--- src/rtl/ins_dispatch_pkg.sv ---
// Shared constants for the instruction dispatcher: opcodes, MSB-relative
// field offsets (add O = INST_W-64), FSM states and the layer config record.
package ins_dispatch_pkg;

    typedef enum logic [1:0] {
        OP_LOAD = 2'b00,
        OP_CALC = 2'b01,
        OP_SAVE = 2'b10,
        OP_CONF = 2'b11
    } op_e;

    localparam int F_OP_HI  = 63;
    localparam int F_OP_LO  = 62;
    localparam int F_LT_HI  = 61;
    localparam int F_LT_LO  = 58;
    localparam int F_BIAS   = 58;
    localparam int F_POOL   = 57;
    localparam int F_RELU   = 56;
    localparam int F_ID_HI  = 57;
    localparam int F_ID_LO  = 52;
    localparam int F_ICH_HI = 55;
    localparam int F_ICH_LO = 52;
    localparam int F_OCH_HI = 51;
    localparam int F_OCH_LO = 48;
    localparam int F_IW_HI  = 47;
    localparam int F_IW_LO  = 40;
    localparam int F_OW_HI  = 39;
    localparam int F_OW_LO  = 32;

    typedef enum logic [2:0] {
        S_IDLE,
        S_CHECK,
        S_WAIT,
        S_ISSUE,
        S_CONF
    } state_e;

    typedef struct packed {
        logic [3:0] layer_type;
        logic [3:0] in_ch_seg;
        logic [3:0] out_ch_seg;
        logic [7:0] in_img_width;
        logic [7:0] out_img_width;
        logic       pooling;
        logic       relu;
        logic       depool;
    } conf_t;

endpackage

--- src/rtl/ins_dispatch_if.sv ---
// Valid/ready instruction channel; master drives valid+data, slave drives ready.
interface ins_dispatch_if #(
    parameter int W = 64
) ();
    logic         valid;
    logic         ready;
    logic [W-1:0] data;

    modport master (output valid, output data, input ready);
    modport slave  (input valid, input data, output ready);
endinterface

--- src/rtl/ins_dispatch_pe_group_mask.sv ---
// Combinational PE target mask: single PE or a GROUP-wide aligned block,
// flagged illegal when the block runs past PE_NUM.
module pe_group_mask #(
    parameter int PE_NUM = 32,
    parameter int GROUP  = 4
) (
    input  logic [5:0]        id_i,
    input  logic              single_i,
    output logic [PE_NUM-1:0] mask_o,
    output logic              illegal_o
);
    localparam int SW = 16;

    logic [SW-1:0] first;
    logic [SW-1:0] span;
    logic [SW-1:0] last_x;

    always_comb begin
        first     = single_i ? SW'(id_i) : SW'(id_i) * SW'(GROUP);
        span      = single_i ? SW'(1) : SW'(GROUP);
        last_x    = first + span;
        illegal_o = last_x > SW'(PE_NUM);
    end

    for (genvar p = 0; p < PE_NUM; p++) begin : g_bit
        assign mask_o[p] = (SW'(p) >= first) && (SW'(p) < last_x);
    end

endmodule

--- src/rtl/ins_dispatch.sv ---
// Layer instruction dispatcher: accepts one instruction, waits on its
// dependencies, then issues it on a channel or applies it as layer config.
module ins_dispatch
    import ins_dispatch_pkg::*;
#(
    parameter int PE_NUM   = 32,
    parameter int GROUP    = 4,
    parameter int INST_W   = 64,
    parameter int WAIT_MAX = 4096
) (
    input  logic              clk,
    input  logic              rst_n,
    ins_dispatch_if.slave     ins_s,
    ins_dispatch_if.master    ddr2pe_m,
    ins_dispatch_if.master    pe_m,
    ins_dispatch_if.master    pe2ddr_m,
    input  logic              ddr2pe_busy_i,
    input  logic              pe2ddr_busy_i,
    input  logic [PE_NUM-1:0] pe_done_i,
    output logic [3:0]        conf_layer_type_o,
    output logic [3:0]        conf_in_ch_seg_o,
    output logic [3:0]        conf_out_ch_seg_o,
    output logic [7:0]        conf_in_img_width_o,
    output logic [7:0]        conf_out_img_width_o,
    output logic              conf_pooling_o,
    output logic              conf_relu_o,
    output logic              conf_depool_o,
    output logic [PE_NUM-1:0] switch_d_o,
    output logic [PE_NUM-1:0] switch_p_o,
    output logic [PE_NUM-1:0] switch_i_o,
    output logic [PE_NUM-1:0] switch_a_o,
    output logic              switch_b_o,
    output logic              working_o,
    output logic              err_illegal_o,
    output logic              err_timeout_o
);
    localparam int O  = INST_W - 64;
    localparam int CW = $clog2(WAIT_MAX + 1);

    state_e              state_q, state_d;
    logic [INST_W-1:0]   ins_q;
    op_e                 op_q;
    logic [PE_NUM-1:0]   mask_q, mask_c;
    logic                illegal_q, illegal_c;
    conf_t               conf_q;
    logic                all_done_q;
    logic [CW-1:0]       cnt_q;
    logic                err_to_q;
    logic [PE_NUM-1:0]   sw_d_q, sw_a_q;
    logic                sw_b_q;

    logic accept, chan_ready, hs, deps_met, alt_a;
    logic ins_ready, v_ddr2pe, v_pe, v_pe2ddr, err_ill;

    // Mask uses the config in force at accept time; no back-to-back accept
    // means a pending conf has always landed by then.
    pe_group_mask #(
        .PE_NUM (PE_NUM),
        .GROUP  (GROUP)
    ) u_mask (
        .id_i      (ins_s.data[O+F_ID_HI:O+F_ID_LO]),
        .single_i  (conf_q.layer_type[0]),
        .mask_o    (mask_c),
        .illegal_o (illegal_c)
    );

    assign accept = ins_s.valid && ins_ready;
    assign alt_a  = conf_q.layer_type[2:1] == 2'b10;

    always_comb begin
        chan_ready = 1'b0;
        unique case (op_q)
            OP_LOAD: chan_ready = ddr2pe_m.ready;
            OP_CALC: chan_ready = pe_m.ready;
            OP_SAVE: chan_ready = pe2ddr_m.ready;
            default: chan_ready = 1'b0;
        endcase
    end

    assign hs = (state_q == S_ISSUE) && chan_ready;

    always_comb begin
        deps_met = 1'b0;
        unique case (op_q)
            OP_LOAD: deps_met = 1'b1;
            OP_CALC,
            OP_SAVE: deps_met = (pe_done_i & mask_q) == mask_q;
            default: deps_met = all_done_q;
        endcase
    end

    // State register
    always_ff @(posedge clk or negedge rst_n) begin
        if (!rst_n) state_q <= S_IDLE;
        else        state_q <= state_d;
    end

    // Next state
    always_comb begin
        state_d = state_q;
        unique case (state_q)
            S_IDLE:  if (accept) state_d = S_CHECK;
            S_CHECK: state_d = illegal_q ? S_IDLE : S_WAIT;
            S_WAIT:  if (deps_met) state_d = (op_q == OP_CONF) ? S_CONF : S_ISSUE;
            S_ISSUE: if (chan_ready) state_d = S_IDLE;
            S_CONF:  state_d = S_IDLE;
            default: state_d = S_IDLE;
        endcase
    end

    // Outputs
    always_comb begin
        ins_ready = state_q == S_IDLE;
        v_ddr2pe  = (state_q == S_ISSUE) && (op_q == OP_LOAD);
        v_pe      = (state_q == S_ISSUE) && (op_q == OP_CALC);
        v_pe2ddr  = (state_q == S_ISSUE) && (op_q == OP_SAVE);
        err_ill   = (state_q == S_CHECK) && illegal_q;
    end

    always_ff @(posedge clk or negedge rst_n) begin
        if (!rst_n) begin
            ins_q      <= '0;
            op_q       <= OP_LOAD;
            mask_q     <= '0;
            illegal_q  <= 1'b0;
            conf_q     <= '0;
            all_done_q <= 1'b0;
            cnt_q      <= '0;
            err_to_q   <= 1'b0;
            sw_d_q     <= '0;
            sw_a_q     <= '0;
            sw_b_q     <= 1'b0;
        end else begin
            all_done_q <= !ddr2pe_busy_i && !pe2ddr_busy_i && (&pe_done_i);
            if (accept) begin
                ins_q     <= ins_s.data;
                op_q      <= op_e'(ins_s.data[O+F_OP_HI:O+F_OP_LO]);
                mask_q    <= mask_c;
                illegal_q <= illegal_c && (op_e'(ins_s.data[O+F_OP_HI:O+F_OP_LO]) != OP_CONF);
            end
            if (state_q == S_CONF) begin
                conf_q.layer_type    <= ins_q[O+F_LT_HI:O+F_LT_LO];
                conf_q.in_ch_seg     <= ins_q[O+F_ICH_HI:O+F_ICH_LO];
                conf_q.out_ch_seg    <= ins_q[O+F_OCH_HI:O+F_OCH_LO];
                conf_q.in_img_width  <= ins_q[O+F_IW_HI:O+F_IW_LO];
                conf_q.out_img_width <= ins_q[O+F_OW_HI:O+F_OW_LO];
                if (ins_q[O+F_LT_HI:O+F_LT_HI-1] == 2'b00) begin
                    conf_q.pooling <= ins_q[O+F_POOL];
                    conf_q.relu    <= ins_q[O+F_RELU];
                    conf_q.depool  <= 1'b0;
                end else begin
                    conf_q.pooling <= 1'b0;
                    conf_q.relu    <= 1'b0;
                    conf_q.depool  <= ins_q[O+F_POOL];
                end
            end
            // Stall counter saturates; timeout only flags, never aborts
            if (state_q == S_WAIT || state_q == S_ISSUE) begin
                if (cnt_q != CW'(WAIT_MAX)) cnt_q <= cnt_q + 1'b1;
            end else begin
                cnt_q <= '0;
            end
            if (cnt_q == CW'(WAIT_MAX)) err_to_q <= 1'b1;
            sw_d_q <= (hs && op_q == OP_CALC) ? mask_q : '0;
            sw_a_q <= (hs && (op_q == OP_SAVE || (op_q == OP_CALC && alt_a))) ? mask_q : '0;
            sw_b_q <= hs && (op_q == OP_SAVE) && alt_a && ins_q[O+F_BIAS];
        end
    end

    assign ins_s.ready    = ins_ready;
    assign ddr2pe_m.valid = v_ddr2pe;
    assign pe_m.valid     = v_pe;
    assign pe2ddr_m.valid = v_pe2ddr;
    assign ddr2pe_m.data  = ins_q;
    assign pe_m.data      = ins_q;
    assign pe2ddr_m.data  = ins_q;

    assign conf_layer_type_o    = conf_q.layer_type;
    assign conf_in_ch_seg_o     = conf_q.in_ch_seg;
    assign conf_out_ch_seg_o    = conf_q.out_ch_seg;
    assign conf_in_img_width_o  = conf_q.in_img_width;
    assign conf_out_img_width_o = conf_q.out_img_width;
    assign conf_pooling_o       = conf_q.pooling;
    assign conf_relu_o          = conf_q.relu;
    assign conf_depool_o        = conf_q.depool;

    assign switch_d_o    = sw_d_q;
    assign switch_p_o    = sw_d_q;
    assign switch_i_o    = sw_d_q;
    assign switch_a_o    = sw_a_q;
    assign switch_b_o    = sw_b_q;
    assign working_o     = (state_q != S_IDLE) || ins_s.valid || !all_done_q;
    assign err_illegal_o = err_ill;
    assign err_timeout_o = err_to_q;

endmodule
--- src/flat_wrapper.sv ---
// flat-port wrapper written by rule: the top's interface ports become plain ports
module ins_dispatch_flat import ins_dispatch_pkg::*;
#(
    parameter int PE_NUM   = 32,
    parameter int GROUP    = 4,
    parameter int INST_W   = 64,
    parameter int WAIT_MAX = 4096
)
  (clk, rst_n, ddr2pe_busy_i, pe2ddr_busy_i, pe_done_i, conf_layer_type_o, conf_in_ch_seg_o, conf_out_ch_seg_o, conf_in_img_width_o, conf_out_img_width_o, conf_pooling_o, conf_relu_o, conf_depool_o, switch_d_o, switch_p_o, switch_i_o, switch_a_o, switch_b_o, working_o, err_illegal_o, err_timeout_o, ins_s_valid, ins_s_data, ins_s_ready, ddr2pe_m_valid, ddr2pe_m_data, ddr2pe_m_ready, pe_m_valid, pe_m_data, pe_m_ready, pe2ddr_m_valid, pe2ddr_m_data, pe2ddr_m_ready);
  ins_dispatch_if ins_s_i ();
  ins_dispatch_if ddr2pe_m_i ();
  ins_dispatch_if pe_m_i ();
  ins_dispatch_if pe2ddr_m_i ();
  input  logic clk;
  input  logic rst_n;
  input  logic ddr2pe_busy_i;
  input  logic pe2ddr_busy_i;
  input  logic [PE_NUM-1:0] pe_done_i;
  output logic [3:0] conf_layer_type_o;
  output logic [3:0] conf_in_ch_seg_o;
  output logic [3:0] conf_out_ch_seg_o;
  output logic [7:0] conf_in_img_width_o;
  output logic [7:0] conf_out_img_width_o;
  output logic conf_pooling_o;
  output logic conf_relu_o;
  output logic conf_depool_o;
  output logic [PE_NUM-1:0] switch_d_o;
  output logic [PE_NUM-1:0] switch_p_o;
  output logic [PE_NUM-1:0] switch_i_o;
  output logic [PE_NUM-1:0] switch_a_o;
  output logic switch_b_o;
  output logic working_o;
  output logic err_illegal_o;
  output logic err_timeout_o;
  input wire logic [$bits(ins_s_i.valid)-1:0] ins_s_valid;
  input wire logic [$bits(ins_s_i.data)-1:0] ins_s_data;
  output wire logic [$bits(ins_s_i.ready)-1:0] ins_s_ready;
  output wire logic [$bits(ddr2pe_m_i.valid)-1:0] ddr2pe_m_valid;
  output wire logic [$bits(ddr2pe_m_i.data)-1:0] ddr2pe_m_data;
  input wire logic [$bits(ddr2pe_m_i.ready)-1:0] ddr2pe_m_ready;
  output wire logic [$bits(pe_m_i.valid)-1:0] pe_m_valid;
  output wire logic [$bits(pe_m_i.data)-1:0] pe_m_data;
  input wire logic [$bits(pe_m_i.ready)-1:0] pe_m_ready;
  output wire logic [$bits(pe2ddr_m_i.valid)-1:0] pe2ddr_m_valid;
  output wire logic [$bits(pe2ddr_m_i.data)-1:0] pe2ddr_m_data;
  input wire logic [$bits(pe2ddr_m_i.ready)-1:0] pe2ddr_m_ready;
  assign ins_s_i.valid = ins_s_valid;
  assign ins_s_i.data = ins_s_data;
  assign ins_s_ready = ins_s_i.ready;
  assign ddr2pe_m_valid = ddr2pe_m_i.valid;
  assign ddr2pe_m_data = ddr2pe_m_i.data;
  assign ddr2pe_m_i.ready = ddr2pe_m_ready;
  assign pe_m_valid = pe_m_i.valid;
  assign pe_m_data = pe_m_i.data;
  assign pe_m_i.ready = pe_m_ready;
  assign pe2ddr_m_valid = pe2ddr_m_i.valid;
  assign pe2ddr_m_data = pe2ddr_m_i.data;
  assign pe2ddr_m_i.ready = pe2ddr_m_ready;
  ins_dispatch #(.PE_NUM(PE_NUM), .GROUP(GROUP), .INST_W(INST_W), .WAIT_MAX(WAIT_MAX)) u_core (.clk(clk), .rst_n(rst_n), .ins_s(ins_s_i), .ddr2pe_m(ddr2pe_m_i), .pe_m(pe_m_i), .pe2ddr_m(pe2ddr_m_i), .ddr2pe_busy_i(ddr2pe_busy_i), .pe2ddr_busy_i(pe2ddr_busy_i), .pe_done_i(pe_done_i), .conf_layer_type_o(conf_layer_type_o), .conf_in_ch_seg_o(conf_in_ch_seg_o), .conf_out_ch_seg_o(conf_out_ch_seg_o), .conf_in_img_width_o(conf_in_img_width_o), .conf_out_img_width_o(conf_out_img_width_o), .conf_pooling_o(conf_pooling_o), .conf_relu_o(conf_relu_o), .conf_depool_o(conf_depool_o), .switch_d_o(switch_d_o), .switch_p_o(switch_p_o), .switch_i_o(switch_i_o), .switch_a_o(switch_a_o), .switch_b_o(switch_b_o), .working_o(working_o), .err_illegal_o(err_illegal_o), .err_timeout_o(err_timeout_o));
endmodule
--- config.mk ---
export PLATFORM = sky130hd
export DESIGN_NAME = ins_dispatch_flat
export DESIGN_NICKNAME = d
export VERILOG_FILES = /design/src/rtl/ins_dispatch_pkg.sv /design/src/rtl/ins_dispatch_if.sv /design/src/rtl/ins_dispatch_pe_group_mask.sv /design/src/rtl/ins_dispatch.sv /design/src/flat_wrapper.sv
export SDC_FILE = /design/constraint.sdc
export NUM_CORES = 1
export LEC_CHECK = 0
export CAP_MARGIN = 25
export CORE_MARGIN = 3
export CORE_UTILIZATION = 37
export DETAILED_ROUTE_END_ITERATION = 10
export HOLD_SLACK_MARGIN = 0.08
export PLACE_DENSITY = 0.69
export RECOVER_POWER = 100
export SETUP_SLACK_MARGIN = 0.1
export SLEW_MARGIN = 20
export SYNTH_ARGS = -nofsm -noshare
export SYNTH_HDL_FRONTEND = slang
export SYNTH_HIERARCHICAL = 1
export SYNTH_SLANG_ARGS = --single-unit
export TNS_END_PERCENT = 100
--- constraint.sdc ---
create_clock -name clk -period 3.6 [get_ports clk]
set_input_delay 0.9 -clock clk [delete_from_list [all_inputs] [get_ports clk]]
set_output_delay 0.9 -clock clk [all_outputs]
set_load 0.005 [all_outputs]
==> implementation parameters <==
Parameter                              Value

Critical path
  Crit Path Category    flop to output port
  CP max stage delay    between 600 and 700 ps
  Worst Path Arrival    about 2200 ps
  Crit-path max FO    14
  Number of buffer and inverter stages on the critical path    1
  Capturing element type of the critical path    output port
  Cell type group with the largest total delay on the critical path    buffers and inverters
  Endpoint required time on the critical path    2700 ps
  Launching element type of the critical path    flop
  Cell at the slowest stage of the critical path    dlygate4sd3_1
  Start of the worst register-to-register path    u_core/ddr2pe_m.data[63]
  Series of cell instances along the critical path    nor3_1 -> nand3b_1 -> dlygate4sd3_1
  Start point of the critical path    u_core/state_q[0]

CTS
  Clock-pin slew reported for the worst setup and hold paths after clock tree synthesis    60 ps
  Clock Sink Count    between 200 and 250
  H-tree depth    1
  Buffers inserted during post-CTS setup optimization    0
  TritonCTS Buffers    25
  Maximum clock insertion buffer count    3
  Clock latency on the worst-skew pair    between 500 and 600 ps
  Clock root buffer master    clkbuf_16
  TritonCTS clock tree    yes
  CTS-repair resized insts    0
  Hold bufs inserted after CTS    0

Floorplanning
  Die Wd    177.9 µm
  Die ar.    approximately 32000 µm²
  Num ports    between 400 and 500
  Initial cell density of the core    a little under two fifths
  # rows    62
  Die Y    about 180 µm
  Area of the core    approximately 29000 µm²

Layout
  Summed area of non-filler cells in the final layout    roughly 15000 µm²
  Layout cells sized above 1    ~6.5%
  Count of fill cells added during filler insertion    ~2500
  Area delta synth->final    40.32%
  Fin nets    between 1000 and 1500
  Commonest cells after routing, fill and taps aside    361 x dlygate4sd3_1, 211 x dfrtp_1, 118 x mux2_1
  Commonest non-fill, non-tap cell in the layout    dlygate4sd3_1

Run status
  Result of the run    finished with violations
  Violated checks    max-capacitance violations, max-slew violations

Min path
  Min-delay src    u_core/conf_in_img_width_o[3]
  HP Class    flop to flop

STA
  Post-Route Setup TNS    0 ps
  Final hold vios    0
  Remaining max-slew budget at the tightest pin    -54.50%
  Max Clock Freq    between 300 and 400 MHz
  Final max-slew violation count    119
  Post-route minimum period    approximately 3100 ps
  Slew at the pin with the worst max-slew slack    around 2300 ps
  RSZ-0062 raised after global routing    no
  Post-route clock skew    around 22 ps
  Finish-stage setup viols    0
  Fraction of the cycle the final worst path needs    approximately 87%

Routing
  Detailed-route DRC error count    0
  Vias after detailed routing    slightly above 8000
  Vias per cell    roughly 5
  Remaining number of nets flagged by the antenna check after routing    0
  Total Wirelength    approximately 34000 µm
  Pre-antenna DRT Iters    5
  Routed length per placed instance    20.24 µm
  Violation count after the first detailed-routing iteration    between 700 and 800

Job
  Max Cap Violations    2

GRT
  Vias in the first global route    8117
  GRT Residual Overflow    0
  Global-route total usage across every layer    between 20% and 30%
  Wire length of the first global-routing pass    between 50000 and 60000 µm
  Maximum number of pins on one net before global-route repair    86
  Initial antenna violation count    2

Synthesis
  Post-Synthesis Net Count    approximately 1100
  Instance count of the mapped netlist    slightly below 1000
  Post-synth cell types    68
  Synthesis Warnings    6
  Average size of a mapped cell    11.14 µm²
  Post-Synthesis Cell Area    around 11000 µm²
  Part of the Yosys area used for sequential elements    a little under 50%
  Post-synth EDFFs    0
  Flop and latch count out of synthesis    ~210
  Fraction of registers with async set or reset after synthesis    100.0%
  Top flip-flop cell by instance count after synthesis    dfrtp_1

Power
  Leakage component of the power    slightly above 8 nW
  Pwr Density    around 340 nW/µm²
  Worst-case vdd ir drop    slightly below 0.3 mV

Placement
  Placed standard-cell area    ~15000 µm²
  Port Buf Inserts    between 400 and 500
  Detail Placement HPWL    around 26000 µm
  RD Place Congestion    between 0.9 and 1
-- registers in the layout, summed over array words and instances (netlist names) --
| name | flops |
|---|---|
| u_core/conf_in_ch_seg_o | 4 |
| u_core/cnt_q | 13 |
| u_core/switch_a_o | 32 |
| u_core/conf_relu_o | 1 |
| u_core/conf_in_img_width_o | 8 |
| u_core/switch_b_o | 1 |
| u_core/switch_d_o | 32 |
| u_core/conf_pooling_o | 1 |
| u_core/state_q | 3 |
| u_core/all_done_q | 1 |
| u_core/err_timeout_o | 1 |
| u_core/conf_out_ch_seg_o | 4 |
| u_core/mask_q | 32 |
| u_core/ddr2pe_m.data | 64 |
| u_core/conf_layer_type_o | 4 |
| u_core/conf_depool_o | 1 |
| u_core/conf_out_img_width_o | 8 |
| u_core/illegal_q | 1 |
-- path summary, 6_finish.rpt --
check,to,cells after the start,slack (ps)
max,working_o,3,480
min,u_core/conf_in_img_width_o[3],1,480
max reg2reg,u_core/switch_d_o[28],6,700
min reg2reg,u_core/conf_in_img_width_o[3],1,480
max in group asynchronous,u_core/mask_q[25],2,680
min in group asynchronous,u_core/switch_a_o[19],1,1070
-- routing by layer --
| metal | part of all wire [%] | GRT usage, % |
|---|---|---|
| met1 | 41 | 27.53 |
| met2 | 50 | 34.91 |
| met3 | 7.3 | 3.894 |
| met4 | 1.7 | 3.927 |
| met5 | 0 | 0 |
-- final cells by class --
class,instances,area [µm²],share of cell area [%]
Sequential cell,211,5280,34.40
Clock inverter,12,120.1,0.7826
Multi-Input combinational cell,503,3797,24.74
Timing Repair Buffer,493,4853,31.62
Clock buffer,32,691.9,4.508
Inverter,32,120.1,0.7826
Tap cell,384,480.5,3.130
Antenna cell,2,5.005,0.03261
-- cells in the mapped netlist (4+ instances only) --
| library cell | instances | area, µm² |
|---|---|---|
| mux2_1 | 118 | 1329 |
| and2_1 | 66 | 412.9 |
| xnor2_1 | 7 | 61.31 |
| nand3_1 | 14 | 70.07 |
| a221oi_1 | 15 | 131.4 |
| and3_1 | 6 | 37.54 |
| xor2_1 | 5 | 43.79 |
| or3_1 | 4 | 25.02 |
| o22ai_1 | 4 | 25.02 |
| buf_6 | 6 | 67.56 |
| buf_4 | 205 | 1539 |
| mux2i_1 | 4 | 40.04 |
| o211ai_1 | 5 | 37.54 |
| clkbuf_1 | 7 | 26.28 |
| nor2_1 | 34 | 127.6 |
| ha_1 | 9 | 112.6 |
| buf_2 | 17 | 85.08 |
| dfrtp_1 | 211 | 5280 |
| nand2_1 | 34 | 127.6 |
| inv_1 | 31 | 116.4 |
| nand4_1 | 15 | 93.84 |
| or2_2 | 5 | 31.28 |
| o21ai_0 | 16 | 80.08 |
| nand2b_1 | 14 | 87.58 |
| a21oi_1 | 15 | 75.07 |
| a2111oi_0 | 8 | 70.07 |
| nor3_1 | 11 | 55.05 |
| a211oi_1 | 8 | 60.06 |
| nor2b_1 | 19 | 118.9 |
| o21ai_1 | 12 | 60.06 |
-- worst register-to-register path, delay by kind of cell, from the launching register on --
family | cells | cell delay, ps
AND/OR/NAND/NOR | 3 | 1460
buffers and inverters | 2 | 710
flip-flops | 1 | 450
adder cells (fa/ha/maj) | 1 | 200
-- where the power goes --
part | total (W) | switching [W] | internal (W)
Clock | 0.00249 | 0.000996 | 0.00150
Sequential | 0.00237 | 0.00000000000000127 | 0.00237
Combinational | 0.000305 | 0.000156 | 0.000150
Total | 0.00517 | 0.00115 | 0.00402
-- stage by stage --
step | setup slack [ps] | hold WS (ps) | instances | power (W) | utilization, %
final | 476.3 | 478.1 | 1669 | 0.005170 | 53.04
after floorplan | 491.1 | 459.0 | 982 | 0.002503 | -
after global placement | 122.3 | 467.2 | 1623 | 0.002725 | 50.61
after CTS | 604.0 | 408.9 | 1667 | 0.005258 | 53.41
after global routing | 205.9 | 496.7 | 1667 | 0.005363 | 53.03
after detailed placement | 82.69 | 473.7 | 1623 | 0.002725 | 50.61
-- kinds of logic (layout without fill, tap and decap cells) --
group                      Yosys count  after routing  share of synthesized area [%]
buffers and inverters              268            569                          16.84
and+or+nand+nor                    244            244                          12.64
DFF                                211            211                          48.27
muxes                              122            122                          12.51
AOI/OAI and AO/OA                  115            115                          7.596
xor gates and xnor gates            13             13                          1.110
adders and majority gates            9              9                          1.030
other                                0              2                              0
Power figures use the tool's default switching activity.
